==> src/rtl/ssbcc_uart_pkg.sv <==
// Shared state encodings and constant helpers for the SSBCC UART peripherals.
package ssbcc_uart_pkg;

  typedef enum logic [1:0] {
    S_IDLE  = 2'd0,
    S_START = 2'd1,
    S_DATA  = 2'd2,
    S_STOP  = 2'd3
  } uart_state_t;

  // Number of bits needed to hold the values 0 .. value-1.
  function automatic int clog2(input int value);
    int result;
    result = 0;
    for (int v = value - 1; v > 0; v = v >> 1) begin
      result++;
    end
    return result;
  endfunction

endpackage

==> src/rtl/ssbcc_fifo_sync.sv <==
// Synchronous first-word-fall-through FIFO, depth 2**L2DEPTH, with write/pop strobes.
module ssbcc_fifo_sync #(
  parameter int WIDTH   = 8,
  parameter int L2DEPTH = 4
) (
  input  logic             i_clk,
  input  logic             i_rst,
  input  logic [WIDTH-1:0] i_data,
  input  logic             i_wr,
  input  logic             i_pop,
  output logic [WIDTH-1:0] o_data,
  output logic             o_full,
  output logic             o_empty
);

  localparam int DEPTH = 1 << L2DEPTH;
  localparam int PTR_W = L2DEPTH + 1;
  localparam int ADDR_W = (L2DEPTH > 0) ? L2DEPTH : 1;

  logic [PTR_W-1:0]  wr_ptr;
  logic [PTR_W-1:0]  rd_ptr;
  logic [ADDR_W-1:0] wr_addr;
  logic [ADDR_W-1:0] rd_addr;
  logic [WIDTH-1:0]  mem [DEPTH];
  logic              do_wr;
  logic              do_pop;

  // Full when the pointers differ only in their extra wrap bit.
  assign o_empty = (wr_ptr == rd_ptr);
  assign o_full  = ((wr_ptr ^ rd_ptr) == PTR_W'(DEPTH));
  assign do_wr   = i_wr && !o_full;
  assign do_pop  = i_pop && !o_empty;

  generate
    if (L2DEPTH == 0) begin : g_single
      assign wr_addr = '0;
      assign rd_addr = '0;
    end else begin : g_multi
      assign wr_addr = wr_ptr[ADDR_W-1:0];
      assign rd_addr = rd_ptr[ADDR_W-1:0];
    end
  endgenerate

  assign o_data = mem[rd_addr];

  always_ff @(posedge i_clk or posedge i_rst) begin
    if (i_rst) begin
      wr_ptr <= '0;
      rd_ptr <= '0;
    end else begin
      if (do_wr) begin
        wr_ptr <= wr_ptr + 1'b1;
      end
      if (do_pop) begin
        rd_ptr <= rd_ptr + 1'b1;
      end
    end
  end

  always_ff @(posedge i_clk) begin
    if (do_wr) begin
      mem[wr_addr] <= i_data;
    end
  end

endmodule

==> src/rtl/uart_tx_outport.sv <==
// UART transmitter fed from a processor output port through a small FIFO.
module uart_tx_outport
  import ssbcc_uart_pkg::*;
#(
  parameter int BAUDMETHOD = 868,
  parameter int L2FIFO     = 4,
  parameter int NSTOP      = 1
) (
  input  logic       i_clk,
  input  logic       i_rst,
  input  logic [7:0] i_data,
  input  logic       i_wr,
  output logic       o_busy,
  output logic       o_idle,
  output logic       o_overflow,
  input  logic       i_clr_ovf,
  output logic       o_uart_tx
);

  localparam int BAUD_W = clog2(BAUDMETHOD);
  localparam logic [BAUD_W-1:0] BAUD_RELOAD = BAUD_W'(BAUDMETHOD - 1);
  localparam logic STOP_RELOAD = 1'(NSTOP - 1);

  uart_state_t       state;
  uart_state_t       state_nxt;
  logic [BAUD_W-1:0] baud_cnt;
  logic [BAUD_W-1:0] baud_cnt_nxt;
  logic [2:0]        bit_cnt;
  logic [2:0]        bit_cnt_nxt;
  logic              stop_cnt;
  logic              stop_cnt_nxt;
  logic [7:0]        shifter;
  logic [7:0]        shifter_nxt;
  logic              tx_reg;
  logic              tx_nxt;
  logic              overflow;
  logic              pop;
  logic              baud_done;
  logic [7:0]        fifo_data;
  logic              fifo_full;
  logic              fifo_empty;

  ssbcc_fifo_sync #(
    .WIDTH  (8),
    .L2DEPTH(L2FIFO)
  ) u_fifo (
    .i_clk  (i_clk),
    .i_rst  (i_rst),
    .i_data (i_data),
    .i_wr   (i_wr),
    .i_pop  (pop),
    .o_data (fifo_data),
    .o_full (fifo_full),
    .o_empty(fifo_empty)
  );

  assign baud_done  = (baud_cnt == '0);
  assign o_busy     = fifo_full;
  assign o_idle     = fifo_empty && (state == S_IDLE);
  assign o_overflow = overflow;
  assign o_uart_tx  = tx_reg;

  always_ff @(posedge i_clk or posedge i_rst) begin
    if (i_rst) begin
      state    <= S_IDLE;
      baud_cnt <= '0;
      bit_cnt  <= '0;
      stop_cnt <= 1'b0;
      shifter  <= '0;
      tx_reg   <= 1'b1;
    end else begin
      state    <= state_nxt;
      baud_cnt <= baud_cnt_nxt;
      bit_cnt  <= bit_cnt_nxt;
      stop_cnt <= stop_cnt_nxt;
      shifter  <= shifter_nxt;
      tx_reg   <= tx_nxt;
    end
  end

  // Every bit period ends when the baud counter hits zero; the frame
  // advances only on those edges, otherwise the counter just counts down.
  always_comb begin
    state_nxt    = state;
    baud_cnt_nxt = baud_cnt;
    bit_cnt_nxt  = bit_cnt;
    stop_cnt_nxt = stop_cnt;
    shifter_nxt  = shifter;
    tx_nxt       = tx_reg;
    pop          = 1'b0;
    case (state)
      S_IDLE: begin
        tx_nxt = 1'b1;
        if (!fifo_empty) begin
          pop          = 1'b1;
          shifter_nxt  = fifo_data;
          tx_nxt       = 1'b0;
          baud_cnt_nxt = BAUD_RELOAD;
          state_nxt    = S_START;
        end
      end
      S_START: begin
        if (baud_done) begin
          tx_nxt       = shifter[0];
          shifter_nxt  = {1'b0, shifter[7:1]};
          bit_cnt_nxt  = 3'd7;
          baud_cnt_nxt = BAUD_RELOAD;
          state_nxt    = S_DATA;
        end else begin
          baud_cnt_nxt = baud_cnt - 1'b1;
        end
      end
      S_DATA: begin
        if (baud_done) begin
          baud_cnt_nxt = BAUD_RELOAD;
          if (bit_cnt == 3'd0) begin
            tx_nxt       = 1'b1;
            stop_cnt_nxt = STOP_RELOAD;
            state_nxt    = S_STOP;
          end else begin
            tx_nxt      = shifter[0];
            shifter_nxt = {1'b0, shifter[7:1]};
            bit_cnt_nxt = bit_cnt - 1'b1;
          end
        end else begin
          baud_cnt_nxt = baud_cnt - 1'b1;
        end
      end
      S_STOP: begin
        if (baud_done) begin
          if (stop_cnt == 1'b0) begin
            // A queued byte starts its start bit on this very edge.
            if (!fifo_empty) begin
              pop          = 1'b1;
              shifter_nxt  = fifo_data;
              tx_nxt       = 1'b0;
              baud_cnt_nxt = BAUD_RELOAD;
              state_nxt    = S_START;
            end else begin
              state_nxt = S_IDLE;
            end
          end else begin
            stop_cnt_nxt = stop_cnt - 1'b1;
            baud_cnt_nxt = BAUD_RELOAD;
          end
        end else begin
          baud_cnt_nxt = baud_cnt - 1'b1;
        end
      end
      default: begin
        state_nxt = S_IDLE;
        tx_nxt    = 1'b1;
      end
    endcase
  end

  // A dropped write beats a simultaneous clear.
  always_ff @(posedge i_clk or posedge i_rst) begin
    if (i_rst) begin
      overflow <= 1'b0;
    end else if (i_wr && fifo_full) begin
      overflow <= 1'b1;
    end else if (i_clr_ovf) begin
      overflow <= 1'b0;
    end
  end

endmodule

==> config.mk <==
export PLATFORM = sky130hd
export DESIGN_NAME = uart_tx_outport
export DESIGN_NICKNAME = d
export VERILOG_FILES = /design/src/rtl/ssbcc_uart_pkg.sv /design/src/rtl/ssbcc_fifo_sync.sv /design/src/rtl/uart_tx_outport.sv
export SDC_FILE = /design/constraint.sdc
export NUM_CORES = 1
export LEC_CHECK = 0
export BUFFER_PORTS_ARGS = -buffer_cell sky130_fd_sc_hd__buf_2
export CORE_MARGIN = 4
export CORE_UTILIZATION = 35
export DETAILED_ROUTE_END_ITERATION = 16
export SYNTH_ARGS = -nofsm -noshare
export SYNTH_HDL_FRONTEND = slang
export SYNTH_SLANG_ARGS = --single-unit
==> constraint.sdc <==
create_clock -name i_clk -period 3.6 [get_ports i_clk]
set_input_delay 0.18 -clock i_clk [delete_from_list [all_inputs] [get_ports i_clk]]
set_output_delay 0.18 -clock i_clk [all_outputs]
set_load 0.05 [all_outputs]
Word-level counts from Yosys, hierarchy flattened --
Memories as Yosys holds them, arrays and structs flattened. Cells that the tools add are included.
Storage, ports and cells: bits in writable memories 128, input port bits 12, memories kept 1, word-level logic and storage cells 92, output and inout bits 4, flip-flop bits (word level) 36
Cells by class: reduce and logical (&&, ||, !) cells 18, bitwise logic cells 1, eq/ne operators 13, mux-type cells 45, $add $sub $neg 5
Memory list:
- u_fifo.mem | depth 16, bits a word 8, rd ports 1, clocked after Yosys merged registers in 0, wr ports 1, line ssbcc_fifo_sync.sv:24 | logic [WIDTH-1:0] mem [DEPTH];
Operator list (count):
- $mux 8 | 6
- $mux 10 | 4
- $pmux 8 s4 | 1
- $pmux 10 s3 | 1
- $mux 1 | 19
- $ne 2x2->1 const B | 8
- $mux 2 | 6
- $add 5x1->5 const B | 2
- $logic_not 10->1 | 1
- $reduce_and 5->1 | 2
- $sub 10x1->10 const B | 1
- $mux 3 | 3
- $pmux 2 s4 | 1
- $reduce_and 4->1 | 2
- $pmux 3 s2 | 1
- $reduce_and 6->1 | 1
- $reduce_bool 2->1 | 3
- $eq 5x5->1 | 1
- $eq 5x5->1 const B | 1
- $xor 5x5->5 | 1
- $eq 2x2->1 const B | 2
- $logic_and 1x1->1 | 4
- $pmux 1 s2 | 2
- $pmux 1 s4 | 1
- other kinds (7) | 8

Logic depth before layout (Yosys ltp) --
depth in word-level cells 6, mapped depth 9, gate-level depth less buffers 7

Modules after synthesis --
Synthesis repeated with hierarchy kept, for this count alone.
Unflattened totals: cells, all modules 451, area total of the unflattened synthesis 7333.3 um2
Modules (own cells, without submodules):
- ssbcc_fifo_sync | seq. area each 4093.9 um2, area an instance 5657.9 um2, cells an instance 278, instances 1
- uart_tx_outport | seq. area each 626.9 um2, area an instance 1675.4 um2, cells an instance 173, instances 1

Worst setup path before layout --
OpenSTA, ideal clock, no wires.
path type flip-flop to flip-flop, start register u_fifo.rd_ptr[1], end memory u_fifo.mem[3][0], enable pin, cell stages (with the launch flop) 8, library setup time 383 ps, path buffers 2, data arrival time 2071 ps, data required time 3217 ps, path slack 1146 ps, period minus slack after synthesis 2454 ps, path through dfrtp_1 -> buf_2 -> xnor2_1 -> nand4_1 -> o21a_1 -> clkbuf_1 -> nand2_1 -> nor3_1
On the way: longest elaborated chain between the ends 6
Ends and longest elaborated chain:
- start: declaration | line ssbcc_fifo_sync.sv:21 | logic [PTR_W-1:0] rd_ptr;
- start signal: assignment | line ssbcc_fifo_sync.sv:55 | rd_ptr <= rd_ptr + 1'b1;
- $xor 5x5->5 | line ssbcc_fifo_sync.sv:30 | assign o_full = ((wr_ptr ^ rd_ptr) == PTR_W'(DEPTH));
- $eq 5x5->1 | line ssbcc_fifo_sync.sv:30
- $logic_not 1->1 | line ssbcc_fifo_sync.sv:31 | assign do_wr = i_wr && !o_full;
- $logic_and 1x1->1 | line ssbcc_fifo_sync.sv:31
- $mux 1 | line ssbcc_fifo_sync.sv:61 | if (do_wr) begin
- $mux 1 (not written as such) | line ssbcc_fifo_sync.sv:62 | mem[wr_addr] <= i_data;
- end: declaration | line ssbcc_fifo_sync.sv:24
No other way between the ends.

Final worst setup path --
start register u_fifo.rd_ptr[3], end memory u_fifo.mem[11][5], enable pin
Same word-level chain as after synthesis.

==> results.ini <==
[run_status]
outcome = complete, no violations

[worst_setup_path]
end_kind = flop
startpoint = u_fifo.rd_ptr[3]
startpoint_type = flop
cp_data_arrival_time_ns = 2.74
critical_path.max_fanout = 16
r2r-start = u_fifo.rd_ptr[3]
path_class = reg2reg
required_ns = 3.65

[synth]
synth_nets = 505
synthCells = 480
synth_top_area_share_pct = 53.7
yosysMostFrequentCell = edfxtp_1
yosys_warnings = 0
synth.largest_area_cell = edfxtp_1
async_reset_ff_share_pct = 21.5
synth-seq-cells = 163
synth_edf_count = 128
synth_cell_types = 61
syn_area_per_cell_sq_um = 14.9
synth.area.top_cells = edfxtp_1 54%, dfrtp_1 12%, mux4_2 5.3%
yosysSeqAreaShare_pct = 65.9
ys.flop_type = edfxtp_1
synthTopCellsByCount = 128 x edfxtp_1, 36 x mux2i_1, 34 x dfrtp_1, 33 x nor2_1, 21 x nand2_1
netlist_area_sq_mm = 0.00716

[drt]
wl_met3_microns = 538
drtIter0Drc = 367
route.layer.met1.wl_microns = 6830
topRoutingLayerUsed = met4
met2_wirelength_microns = 7300
drc = 0
via_count = 4015
ant_nets = 0
dr.pass1.iters = 5
routed_wirelength_microns = 14800
vias_per_cell = 5.13
wire_per_inst_microns = 18.9

[grt]
grt_usage_pct = 13.8
first_global_vias = 4192
overflow = 0
grt_pass1_wl_microns = 23600
antenna_found_initial = 0
grt_max_degree = 39

[layout]
n_antenna_cell = 0
drive_gt1_share_pct = 18.3
final_cells = 783
area_delta_synth_final_pct = 13.5
nNetsFinal = 525

[floorplanning]
core-area_sq_mm = 0.0202
initial_core_util_pct = 35.5
io_pins = 16
dieArea_sq_mm = 0.0228
die_w_microns = 151
die_h_microns = 151
rows = 52

[timing]
post-route-min-period_ns = 2.69
max_slew_margin_pct = 27.0
grt_setup_unrepaired = no
max_freq_mhz = 371
clock_skew_ns = 0.0144
tightest_slew_ns = 1.10
fin_hold_ws_ns = 0.0406
fin_crit_sh_pct = 74.8
setup_viol = 0
slew_violations = 0
final.setup.tns_ns = 0
hold_violations = 0

[power]
pwr-share-comb_pct = 9.0
total_power_mw = 4.51
power_density_mw_per_mm2 = 555
netSwitchingFraction_pct = 24.9
power.switching_mw = 1.12
p_int_mw = 3.39
seqPwrFrac_pct = 51.1
ir_worst_vdd_v = 0.000309
power.leakage_nw = 2.94
p_clk_share_pct = 39.9

[clocking]
cts_buffers = 17
htree_levels = 4
clk_pin_slew_ns = 0.06
cts_resized = 0
cts_sinks = 163
cts_root_buf = clkbuf_16
clk_latency_ns = 0.43
cts_tree = built
ctsLongestPathBuffers = 2

[flow_run]
drv_cap = 0

[hold_path]
min_from = i_wr
hp-class = in2reg

[place]
detailed_place_hpwl_microns = 9690
finalWeightedCongestion = 0.802
dp_cells = 749
numPortBuffers = 15

[layout make-up]
class                      count  area (sq um)
inverter                      14          52.6
multi-input combinational    276          2260
timing repair buffer          28           178
clock inverter                13           150
clock buffer                  19           433
fill                        1861         12000
tap                          270           338
sequential                   163          4720
[logic make-up (layout without fill, tap and decap cells)]
logic type | count (synthesis) | in the layout | share of synthesized area, %
flops | 163 | 163 | 65.9
simple gates | 117 | 117 | 9.03
compound gates | 72 | 72 | 7.11
mux | 57 | 57 | 11.0
buf+inv | 41 | 74 | 2.62
xor+xnor | 17 | 17 | 2.08
fa+ha+maj | 13 | 13 | 2.27
[path summary, 6_finish.rpt]
path	to	slack [ns]	depth (start not counted)
hold / removal	o_overflow	0.04	3
setup reg to reg	u_fifo.mem[11][5]	0.91	5
min in group asynchronous	u_fifo.rd_ptr[4]	0.42	3
hold reg to reg	o_uart_tx	0.48	2
setup / recovery	u_fifo.mem[11][5]	0.91	5
max in group asynchronous	o_uart_tx	2.41	4
[state kept, by name (all words and copies together) (netlist names)]
name           cells
u_fifo.wr_ptr      5
u_fifo.mem       128
bit_cnt            3
shifter            8
state              2
baud_cnt          10
o_uart_tx          1
u_fifo.rd_ptr      5
o_overflow         1
[what timing repair did]
action,4_1_cts,5_1_grt
endpoints found under the hold margin,19,0
hold buffers,2,0
buffers inserted,0,0
[per-layer routing]
layer / up-vias / GRT usage, %
met5: - / 0
met4: 0 / 3.63
met3: 9 / 3.47
met2: 75 / 22.3
met1: 2052 / 18.6
li1: 1879 / -
[worst max-delay path, cell delays in order (launching register included)]
cell and delay, ns:
dfrtp_1 0.65, xnor2_1 0.13, nand4_1 0.27, o21a_1 0.39, nand2_1 0.23, nor2_1 0.65
[power by group through the flow]
| stage | Sequential, mW | Clock (mW) | Combinational [mW] |
|---|---|---|---|
| 2_1_floorplan | 2.30 | 0 | 0.291 |
| 3_3_place_gp | 2.34 | 0 | 0.408 |
| 3_5_place_dp | 2.35 | 0 | 0.413 |
| 4_1_cts | 2.31 | 1.83 | 0.416 |
| 5_1_grt | 2.32 | 1.93 | 0.458 |
| 6_report | 2.31 | 1.80 | 0.407 |
[through the flow]
| stage | utilization (%) | instance area [sq um] | worst slack [ns] |
|---|---|---|---|
| 2_1_floorplan | - | 7160 | 1.15 |
| 3_3_place_gp | 37.3 | 7530 | 0.962 |
| 3_5_place_dp | 37.3 | 7530 | 0.900 |
| 4_1_cts | 40.3 | 8130 | 0.889 |
| 5_1_grt | 40.3 | 8130 | 0.645 |
| 6_report | 40.3 | 8130 | 0.908 |
[cell usage in the layout (no fill, tap or decap), types with 8 or more instances in the layout]
cell / n
nor2_1: 33
inv_1: 14
nor4_1: 8
o22ai_1: 15
o21ai_0: 12
mux2i_1: 36
buf_2: 15
buf_4: 11
edfxtp_1: 128
dfrtp_1: 33
clkbuf_16: 17
nand2_1: 21
mux4_2: 17
nor2b_1: 9
xnor2_1: 12
nor3_1: 10
ha_1: 13
a21oi_1: 13
No activity file was read; power rests on OpenSTA's default activity.
